<file path="config.mk">
export PLATFORM = sky130hd
export DESIGN_NAME = id_ex
export DESIGN_NICKNAME = d
export VERILOG_FILES = /design/src/rtl/id_ex_pkg.sv /design/src/rtl/id_ex_reg_file.sv /design/src/rtl/id_ex.sv
export SDC_FILE = /design/constraint.sdc
export NUM_CORES = 2
export LEC_CHECK = 0
export CAP_MARGIN = 20
export CELL_PAD_IN_SITES_DETAIL_PLACEMENT = 1
export CELL_PAD_IN_SITES_GLOBAL_PLACEMENT = 1
export CORE_MARGIN = 5
export CORE_UTILIZATION = 56
export CTS_CLUSTER_DIAMETER = 60
export DETAILED_ROUTE_END_ITERATION = 8
export GPL_ROUTABILITY_DRIVEN = 0
export PLACE_DENSITY = 0.95
export SLEW_MARGIN = 20
export SYNTH_ARGS = -nofsm -noshare
export SYNTH_HDL_FRONTEND = slang
export SYNTH_HIERARCHICAL = 1
export SYNTH_SLANG_ARGS = --single-unit
</file>
<file path="constraint.sdc">
create_clock -name clk -period 9.75 [get_ports clk]
set_clock_uncertainty 0.05 [all_clocks]
set_input_delay 1.95 -clock clk [delete_from_list [all_inputs] [get_ports clk]]
set_output_delay 1.95 -clock clk [all_outputs]
set_load 0.02 [all_outputs]
</file>
<file path="src/rtl/id_ex_pkg.sv">
// Shared widths, RV32I opcode/funct constants and the ID/EX stage bundles.
// Optional build macro consumed by this slice: RF_WRITE_BYPASS_EN.
package id_ex_pkg;

  localparam int ADDR_W     = 32;
  localparam int INSTR_W    = 32;
  localparam int WORD_W     = 32;
  localparam int REG_IDX_W  = 5;
  localparam int ALU_OP_W   = 4;
  localparam int MEM_OP_W   = 4;
  localparam int DEST_SRC_W = 2;

  localparam logic [6:0] OPC_OP_IMM = 7'h13;
  localparam logic [6:0] OPC_OP     = 7'h33;
  localparam logic [6:0] OPC_LUI    = 7'h37;
  localparam logic [6:0] OPC_AUIPC  = 7'h17;
  localparam logic [6:0] OPC_LOAD   = 7'h03;
  localparam logic [6:0] OPC_STORE  = 7'h23;

  localparam logic [2:0] F3_ADD  = 3'b000;
  localparam logic [2:0] F3_SLL  = 3'b001;
  localparam logic [2:0] F3_SLT  = 3'b010;
  localparam logic [2:0] F3_SLTU = 3'b011;
  localparam logic [2:0] F3_XOR  = 3'b100;
  localparam logic [2:0] F3_SR   = 3'b101;
  localparam logic [2:0] F3_OR   = 3'b110;
  localparam logic [2:0] F3_AND  = 3'b111;

  localparam logic [2:0] F3_B  = 3'b000;
  localparam logic [2:0] F3_H  = 3'b001;
  localparam logic [2:0] F3_W  = 3'b010;
  localparam logic [2:0] F3_BU = 3'b100;
  localparam logic [2:0] F3_HU = 3'b101;

  localparam int F7_ALT_BIT = 30;

  localparam logic [INSTR_W-1:0] NOP_INSTR = 32'h0000_0013;

  typedef enum logic [ALU_OP_W-1:0] {
    ALU_ADD, ALU_SUB, ALU_SLL, ALU_SLT, ALU_SLTU,
    ALU_XOR, ALU_SRL, ALU_SRA, ALU_OR, ALU_AND
  } alu_op_e;

  typedef enum logic [MEM_OP_W-1:0] {
    MEM_NONE, MEM_LB, MEM_LH, MEM_LW, MEM_LBU,
    MEM_LHU, MEM_SB, MEM_SH, MEM_SW
  } mem_op_e;

  typedef enum logic [DEST_SRC_W-1:0] {
    DEST_NONE, DEST_ALU, DEST_MEM
  } dest_src_e;

  typedef struct packed {
    logic [ADDR_W-1:0]    pc;
    logic [INSTR_W-1:0]   instr;
    alu_op_e              alu_op;
    logic [WORD_W-1:0]    a;
    logic [WORD_W-1:0]    b;
    mem_op_e              mem_op;
    logic [WORD_W-1:0]    mem_data;
    dest_src_e            dest_src;
    logic [REG_IDX_W-1:0] dest_reg;
  } id_ex_t;

  typedef struct packed {
    logic [ADDR_W-1:0]    pc;
    logic [INSTR_W-1:0]   instr;
    logic [WORD_W-1:0]    alu_eval;
    mem_op_e              mem_op;
    logic [WORD_W-1:0]    mem_data;
    dest_src_e            dest_src;
    logic [REG_IDX_W-1:0] dest_reg;
  } ex_mem_t;

  localparam id_ex_t ID_BUBBLE = '{
    pc: '0, instr: NOP_INSTR, alu_op: ALU_ADD, a: '0, b: '0,
    mem_op: MEM_NONE, mem_data: '0, dest_src: DEST_NONE, dest_reg: '0
  };

  localparam ex_mem_t EX_BUBBLE = '{
    pc: '0, instr: NOP_INSTR, alu_eval: '0, mem_op: MEM_NONE,
    mem_data: '0, dest_src: DEST_NONE, dest_reg: '0
  };

  // alt is funct7[5]; only register-register ops may turn ADD into SUB
  function automatic alu_op_e alu_decode(
    input logic [2:0] f3,
    input logic       alt,
    input logic       is_op
  );
    alu_op_e op;
    op = ALU_ADD;
    case (f3)
      F3_ADD:  op = (is_op && alt) ? ALU_SUB : ALU_ADD;
      F3_SLL:  op = ALU_SLL;
      F3_SLT:  op = ALU_SLT;
      F3_SLTU: op = ALU_SLTU;
      F3_XOR:  op = ALU_XOR;
      F3_SR:   op = alt ? ALU_SRA : ALU_SRL;
      F3_OR:   op = ALU_OR;
      default: op = ALU_AND;
    endcase
    return op;
  endfunction

endpackage

</file>
<file path="src/rtl/id_ex_reg_file.sv">
// 32x32 register file: two async read ports, one write port, x0 hardwired.
// RF_WRITE_BYPASS_EN forwards a same-cycle write to the read ports.
module id_ex_reg_file
  import id_ex_pkg::*;
(
  input  logic                 clk,
  input  logic                 rst_n,
  input  logic                 we_i,
  input  logic [REG_IDX_W-1:0] waddr_i,
  input  logic [WORD_W-1:0]    wdata_i,
  input  logic [REG_IDX_W-1:0] raddr1_i,
  input  logic [REG_IDX_W-1:0] raddr2_i,
  output logic [WORD_W-1:0]    rdata1_o,
  output logic [WORD_W-1:0]    rdata2_o
);

  logic [WORD_W-1:0] regs_q [32];
  logic              wr_en;

  assign wr_en = we_i && (waddr_i != '0);

  always_ff @(posedge clk or negedge rst_n) begin
    if (!rst_n) begin
      for (int i = 0; i < 32; i++) regs_q[i] <= '0;
    end else if (wr_en) begin
      regs_q[waddr_i] <= wdata_i;
    end
  end

`ifdef RF_WRITE_BYPASS_EN
  assign rdata1_o = (raddr1_i == '0) ? '0 :
                    (wr_en && waddr_i == raddr1_i) ? wdata_i :
                    regs_q[raddr1_i];
  assign rdata2_o = (raddr2_i == '0) ? '0 :
                    (wr_en && waddr_i == raddr2_i) ? wdata_i :
                    regs_q[raddr2_i];
`else
  assign rdata1_o = (raddr1_i == '0) ? '0 : regs_q[raddr1_i];
  assign rdata2_o = (raddr2_i == '0) ? '0 : regs_q[raddr2_i];
`endif

endmodule

</file>
<file path="src/rtl/id_ex.sv">
// RV32I decode + execute stages with per-stage clear/stall.
// Build option: RF_WRITE_BYPASS_EN (same-cycle writeback forwarding in RF).
module id_ex
  import id_ex_pkg::*;
(
  input  logic                  clk,
  input  logic                  rst_n,
  input  logic                  id_clr,
  input  logic                  id_stall,
  input  logic                  ex_clr,
  input  logic                  ex_stall,
  input  logic [ADDR_W-1:0]     i_pc,
  input  logic [INSTR_W-1:0]    i_instr,
  input  logic                  i_wb_dest_en,
  input  logic [REG_IDX_W-1:0]  i_wb_dest_reg,
  input  logic [WORD_W-1:0]     i_wb_dest_data,
  output logic [ADDR_W-1:0]     o_pc,
  output logic [INSTR_W-1:0]    o_instr,
  output logic [WORD_W-1:0]     o_alu_eval,
  output logic [MEM_OP_W-1:0]   o_mem_op,
  output logic [WORD_W-1:0]     o_mem_data,
  output logic [DEST_SRC_W-1:0] o_dest_src,
  output logic [REG_IDX_W-1:0]  o_dest_reg
);

  id_ex_t  id_d, id_q;
  ex_mem_t ex_d, ex_q;

  logic [6:0]        opc;
  logic [2:0]        f3;
  logic [WORD_W-1:0] rs1_v, rs2_v;
  logic [WORD_W-1:0] imm_i, imm_s, imm_u;

  assign opc   = i_instr[6:0];
  assign f3    = i_instr[14:12];
  assign imm_i = {{20{i_instr[31]}}, i_instr[31:20]};
  assign imm_s = {{20{i_instr[31]}}, i_instr[31:25], i_instr[11:7]};
  assign imm_u = {i_instr[31:12], 12'b0};

  id_ex_reg_file u_rf (
    .clk      (clk),
    .rst_n    (rst_n),
    .we_i     (i_wb_dest_en),
    .waddr_i  (i_wb_dest_reg),
    .wdata_i  (i_wb_dest_data),
    .raddr1_i (i_instr[19:15]),
    .raddr2_i (i_instr[24:20]),
    .rdata1_o (rs1_v),
    .rdata2_o (rs2_v)
  );

  logic              valid;
  alu_op_e           dec_op;
  logic [WORD_W-1:0] dec_a, dec_b, dec_md;
  mem_op_e           dec_mem;
  dest_src_e         dec_dst;

  always_comb begin
    valid   = 1'b1;
    dec_op  = ALU_ADD;
    dec_a   = '0;
    dec_b   = '0;
    dec_md  = '0;
    dec_mem = MEM_NONE;
    dec_dst = DEST_ALU;
    unique case (1'b1)
      (opc == OPC_OP_IMM): begin
        dec_op = alu_decode(f3, i_instr[F7_ALT_BIT], 1'b0);
        dec_a  = rs1_v;
        dec_b  = (f3 == F3_SLL || f3 == F3_SR) ?
                 {27'b0, i_instr[24:20]} : imm_i;
      end
      (opc == OPC_OP): begin
        dec_op = alu_decode(f3, i_instr[F7_ALT_BIT], 1'b1);
        dec_a  = rs1_v;
        dec_b  = rs2_v;
      end
      (opc == OPC_LUI): dec_b = imm_u;
      (opc == OPC_AUIPC): begin
        dec_a = i_pc;
        dec_b = imm_u;
      end
      (opc == OPC_LOAD): begin
        dec_a   = rs1_v;
        dec_b   = imm_i;
        dec_dst = DEST_MEM;
        case (f3)
          F3_B:    dec_mem = MEM_LB;
          F3_H:    dec_mem = MEM_LH;
          F3_W:    dec_mem = MEM_LW;
          F3_BU:   dec_mem = MEM_LBU;
          F3_HU:   dec_mem = MEM_LHU;
          default: valid   = 1'b0;
        endcase
      end
      (opc == OPC_STORE): begin
        dec_a   = rs1_v;
        dec_b   = imm_s;
        dec_md  = rs2_v;
        dec_dst = DEST_NONE;
        case (f3)
          F3_B:    dec_mem = MEM_SB;
          F3_H:    dec_mem = MEM_SH;
          F3_W:    dec_mem = MEM_SW;
          default: valid   = 1'b0;
        endcase
      end
      default: valid = 1'b0;
    endcase

    id_d = ID_BUBBLE;
    if (valid) begin
      id_d = '{
        pc: i_pc, instr: i_instr, alu_op: dec_op, a: dec_a, b: dec_b,
        mem_op: dec_mem, mem_data: dec_md, dest_src: dec_dst,
        dest_reg: (dec_dst == DEST_NONE) ? '0 : i_instr[11:7]
      };
    end
  end

  always_ff @(posedge clk or negedge rst_n) begin
    if (!rst_n)         id_q <= ID_BUBBLE;
    else if (id_clr)    id_q <= ID_BUBBLE;
    else if (!id_stall) id_q <= id_d;
  end

  logic [WORD_W-1:0] alu_res;
  logic [4:0]        sh;

  assign sh = id_q.b[4:0];

  always_comb begin
    alu_res = '0;
    unique case (id_q.alu_op)
      ALU_ADD:  alu_res = id_q.a + id_q.b;
      ALU_SUB:  alu_res = id_q.a - id_q.b;
      ALU_SLL:  alu_res = id_q.a << sh;
      ALU_SLT:  alu_res = {31'b0, $signed(id_q.a) < $signed(id_q.b)};
      ALU_SLTU: alu_res = {31'b0, id_q.a < id_q.b};
      ALU_XOR:  alu_res = id_q.a ^ id_q.b;
      ALU_SRL:  alu_res = id_q.a >> sh;
      ALU_SRA:  alu_res = $unsigned($signed(id_q.a) >>> sh);
      ALU_OR:   alu_res = id_q.a | id_q.b;
      ALU_AND:  alu_res = id_q.a & id_q.b;
      default:  alu_res = '0;
    endcase
    ex_d = '{
      pc: id_q.pc, instr: id_q.instr, alu_eval: alu_res,
      mem_op: id_q.mem_op, mem_data: id_q.mem_data,
      dest_src: id_q.dest_src, dest_reg: id_q.dest_reg
    };
  end

  always_ff @(posedge clk or negedge rst_n) begin
    if (!rst_n)         ex_q <= EX_BUBBLE;
    else if (ex_clr)    ex_q <= EX_BUBBLE;
    else if (!ex_stall) ex_q <= ex_d;
  end

  assign o_pc       = ex_q.pc;
  assign o_instr    = ex_q.instr;
  assign o_alu_eval = ex_q.alu_eval;
  assign o_mem_op   = ex_q.mem_op;
  assign o_mem_data = ex_q.mem_data;
  assign o_dest_src = ex_q.dest_src;
  assign o_dest_reg = ex_q.dest_reg;

endmodule

</file>
==> impl_metrics.csv, run 1 <==
group,metric,value,unit
clock_network,cts_root_buf,"clkbuf_16",
synthesis,async_flop_share,100,%
clock_network,cts.sinks,1338,
die,die_height,375,µm
synthesis,synthDistinctLibCells,96,
synthesis,mappedNetlistArea,74800,µm²
synthesis,synth_ff_type,"dfrtp_1",
clock_network,ctsResizeCount,0,
global_route,track_usage,68.6,%
synthesis,synth_area_per_cell,13.0,µm²
outcome,lastStage,"global routing",
die,ioPinCount,247,
synthesis,synth-edff-count,0,
clock_network,cts_buffer_depth,3,
synthesis,postSynthNetCount,5971,
synthesis,ys_seq_area_share,44.8,%
outcome,status,"stopped before the end",
outcome,firstError,"[ERROR GRT-0232] Routing congestion too high. Check the congestion heatmap in the GUI.",
global_route,antenna_found_initial,98,
clock_network,cts_setup_buffers,0,
place,portBuffers,246,
place,hpwlAfterDp,205000,µm
synthesis,ys_seq_elements,1338,
die,rows,134,
clock_network,cts_hold_buffers,0,
global_route,overflow,113,
clock_network,htreeDepth,4,
clock_network,cts_inserted_buffers,144,
synthesis,syn_inst,5764,
die,start_util,56.2,%
global_route,grt_max_degree,187,
synthesis,ys_warn_count,6,
die,die_width,375,µm
## cell families after synthesis
family / Yosys count / share of synthesized area, %
buffers and inverters: 714 / 4.17
AOI/OAI and AO/OA: 1020 / 9.86
DFF: 1338 / 44.8
and+or+nand+nor: 722 / 4.43
adders and majority gates: 99 / 1.68
muxes: 1853 / 34.9
xor gates and xnor gates: 18 / 0.211
## cell usage after synthesis (all sizes together), types with 10 or more instances
| library cell | instances | area share, % |
|---|---|---|
| a211oi | 68 | 0.69 |
| o21bai | 15 | 0.15 |
| a21o | 20 | 0.20 |
| inv | 101 | 0.51 |
| a22oi | 58 | 0.60 |
| o21ai | 130 | 0.87 |
| or2 | 11 | 0.092 |
| ha | 97 | 1.6 |
| nor2b | 29 | 0.25 |
| a32oi | 15 | 0.18 |
| o221ai | 36 | 0.42 |
| nand2 | 161 | 0.81 |
| nand2b | 24 | 0.21 |
| and2 | 15 | 0.13 |
| clkbuf | 350 | 1.8 |
| a211o | 13 | 0.15 |
| nand3 | 29 | 0.19 |
| a22o | 156 | 1.8 |
| a2111oi | 39 | 0.49 |
| mux2i | 321 | 4.3 |
| mux2 | 1033 | 16 |
| nor4 | 17 | 0.14 |
| o31ai | 12 | 0.14 |
| xnor2 | 17 | 0.20 |
| a31oi | 18 | 0.15 |
| nor2 | 293 | 1.5 |
| mux4 | 499 | 15 |
| and3 | 14 | 0.12 |
| or3 | 16 | 0.14 |
| nor3 | 82 | 0.56 |
| o211ai | 24 | 0.24 |
| a221oi | 45 | 0.54 |
| nand4 | 10 | 0.084 |
| o22ai | 139 | 1.2 |
| dfrtp | 1332 | 45 |
| a21oi | 151 | 1.0 |
| buf | 261 | 1.9 |
| o2111ai | 13 | 0.15 |
## layer usage
| metal | overflow | GRT usage (%) |
|---|---|---|
| met1 | 2 | 66.8 |
| met2 | 58 | 81.5 |
| met3 | 5 | 62.1 |
| met4 | 47 | 62.0 |
| met5 | 1 | 39.1 |
## stage by stage
stage	hold WS, ns	instance area, µm²	setup slack (ns)	util (%)	std cells
after detailed placement	0.336	78000	3.64	58.6	7280
after floorplan	0.391	74800	5.65	-	5764
after CTS	0.358	83000	4.25	62.3	7534
after global placement	0.327	78000	4.06	58.6	7278
==> inputs of run 2 (changes only) <==
--- a/config.mk
+++ b/config.mk
@@ -6,14 +6,11 @@
 export NUM_CORES = 2
 export LEC_CHECK = 0
 export CAP_MARGIN = 20
-export CELL_PAD_IN_SITES_DETAIL_PLACEMENT = 1
-export CELL_PAD_IN_SITES_GLOBAL_PLACEMENT = 1
 export CORE_MARGIN = 5
-export CORE_UTILIZATION = 56
-export CTS_CLUSTER_DIAMETER = 60
+export CORE_UTILIZATION = 40
 export DETAILED_ROUTE_END_ITERATION = 8
 export GPL_ROUTABILITY_DRIVEN = 0
-export PLACE_DENSITY = 0.95
+export PLACE_DENSITY_LB_ADDON = 0.15
 export SLEW_MARGIN = 20
 export SYNTH_ARGS = -nofsm -noshare
 export SYNTH_HDL_FRONTEND = slang
==> run 2 against run 1 <==
  * The flow now finishes without violations
  * Area after synthesis did not move
  * Synthesized cell count did not move
==> impl_metrics.csv, run 2 <==
group,metric,value,unit
critical_path,startpoint,"i_instr[21]",
drt,wl_per_cell,33.8,µm
drt,wirelength,280000,µm
synthesis,synth_area_per_cell,13.0,µm²
drt,firstDrtPassIters,8,
global_route,track_usage,28.0,%
die,rows,158,
finish,drive_gt1_share,34.8,%
sta,finalMaxSlewViolations,0,
finish,register_area,33500,µm²
place,portBuffers,246,
drt,maxUsedRoutingLayer,"met5",
clock_network,cts_root_buf,"clkbuf_16",
die,ioPinCount,247,
clock_network,clk_pin_slew,0.06,ns
global_route,antenna_found_initial,19,
power_and_ir_drop,ir_drop,0.000196,V
outcome,status,"finished, final reports clean",
critical_path,worstSetupStartpointType,"input port",
sta,setup_tns,0,ns
die,start_util,40.3,%
place,hpwlAfterDp,181000,µm
clock_network,cts_inserted_buffers,156,
finish,final_common_cell,"dfrtp_1",
synthesis,synth_top_area_share,44.6,%
finish,multiInputGateArea,38500,µm²
synthesis,synth_ff_type,"dfrtp_1",
clock_network,cts_buffer_depth,3,
sta,finalHoldViolCount,0,
drt,met3RoutedLength,23600,µm
die,die_height,442,µm
critical_path,r2r_start,"id_q[43]",
global_route,grt_pass1_vias,53500,
synthesis,yosys.area.top_type,"dfrtp_1",
synthesis,ys_seq_elements,1338,
critical_path,path_max_fanout,53,
critical_path,setup.worst_path.end_class,"register",
synthesis,yosysMostFrequentCell,"dfrtp_1",
synthesis,ys_warn_count,6,
finish,final_cells,8289,
sta,worstMarginPinSlew,1.17,ns
synthesis,async_flop_share,100,%
synthesis,postSynthNetCount,5971,
drt,drtAntennaViolNets,0,
power_and_ir_drop,leakage,35.8,nW
synthesis,synthDistinctLibCells,96,
die,die_area,196000,µm²
finish,regMostFlops,"u_rf/regs_q",
synthesis,synthTopCellsByCount,"dfrtp_1, mux2_2, mux4_2",
synthesis,ys_seq_area_share,44.8,%
drt,met1_length,116000,µm
place,post-place-cells,7999,
clock_network,cts_hold_buffers,0,
clock_network,insertion_delay,0.81,ns
sta,finalCritPeriodShare,52.8,%
global_route,grt_max_degree,155,
drt,via_per_inst,6.48,
finish,fillers,16600,
global_route,overflow,0,
critical_path,crit_type,"input port to register",
finish,layout.nets,5885,
drt,drc,0,
synthesis,mappedNetlistArea,74800,µm²
finish,syn_to_final_growth,12.6,%
synthesis,synth_top_cells_by_area,"dfrtp_1, mux2_2, mux4_2, mux2i_1, a22o_1",
sta,finalCriticalPeriod,5.15,ns
clock_network,cts_setup_buffers,0,
sta,timing.fmax,194,MHz
clock_network,cts.sinks,1338,
clock_network,cts_tree,"built",
power_and_ir_drop,p_per_area,187,nW/µm²
critical_path,cp_data_required_time,10.42,ns
global_route,grt_pass1_wl,405000,µm
die,die_width,442,µm
drt,met2WireLength,126000,µm
flow_run,maxCapViolCount,0,
synthesis,synth-edff-count,0,
synthesis,syn_inst,5764,
critical_path,arrival,5.81,ns
finish,largest_reg_flops,1024,
min_path,hold_class,"register to register",
clock_network,ctsResizeCount,0,
sta,finalSetupViolCount,0,
clock_network,htreeDepth,4,
drt,drtIter0Drc,5613,
drt,vias,53700,
sta,rsz0062_at_grt,"false",
die,core_area,186000,µm²
finish,final_cell_mix,"dfrtp_1, mux2_2, mux4_2, mux2i_1, nor2_1",
min_path,min_from,"u_rf/regs_q[1019]",
sta,slew_headroom,22.0,%
-- run 2: path summary, 6_finish.rpt --
check                                     to  slack [ns]  depth (start not counted)
setup / recovery                    id_q[44]        4.60                         11
hold / removal             u_rf/regs_q[1019]        0.35                          0
setup reg to reg              o_alu_eval[29]        4.94                         12
hold reg to reg            u_rf/regs_q[1019]        0.35                          0
max in group asynchronous    u_rf/regs_q[39]        6.46                          3
min in group asynchronous        o_instr[10]        1.06                          1
-- run 2: per-stage QoR --
stage / cell area (µm²) / hold slack, ns / util [%] / setup WS (ns) / power, mW
2_1_floorplan: 74800 / 0.391 / - / 5.65 / 8.78
3_5_place_dp: 79000 / 0.333 / 42.6 / 3.89 / 9.78
6_report: 84200 / 0.347 / 45.4 / 4.60 / 15.8
3_3_place_gp: 79000 / 0.331 / 42.6 / 3.94 / 9.72
5_1_grt: 84200 / 0.359 / 45.4 / 4.48 / 16.4
4_1_cts: 84300 / 0.347 / 45.4 / 4.77 / 15.8
-- run 2: area by class of cell --
class / count / share of cell area (%)
antenna: 4 / 0.0119
sequential: 1338 / 39.8
multi-input combinational: 3712 / 45.7
clock buffer: 231 / 5.50
timing repair buffer: 367 / 4.11
clock inverter: 54 / 0.762
inverter: 103 / 0.459
tap: 2480 / 3.68
-- run 2: kinds of logic (layout without fill, tap and decap cells) --
logic type	after synthesis	after routing	share of synthesized area (%)
mux	1853	1853	34.9
flops	1338	1338	44.8
compound gates	1020	1020	9.86
simple gates	722	722	4.43
buf+inv	714	755	4.17
fa+ha+maj	99	99	1.68
xor+xnor	18	18	0.211
other cells	0	4	0
-- run 2: worst max-delay path, stage by stage --
cell      delay (ns)
buf_6           0.44
buf_12          0.48
or3b_2          0.74
buf_4           0.43
o221ai_1        0.24
a211oi_1        0.08
nor3_1          0.88
mux2i_1         0.18
nand2_1         0.12
o21ai_0         0.08
o22ai_1         0.12
-- run 2: report_power, final --
part	switching, mW	total, mW	leakage [nW]	internal (mW)
registers	0.612	6.98	17.5	6.37
logic	1.23	2.75	15.7	1.52
clock network	2.47	6.03	2.61	3.56
total	4.31	15.8	35.8	11.4
-- run 2: routing by layer --
| metal | vias to the layer above | track usage, % |
|---|---|---|
| li1 | 21900 | - |
| met1 | 28500 | 38.1 |
| met2 | 2681 | 42.7 |
| met3 | 588 | 6.72 |
| met4 | 26 | 12.2 |
| met5 | - | 0 |
No activity file was read; power rests on OpenSTA's default activity.
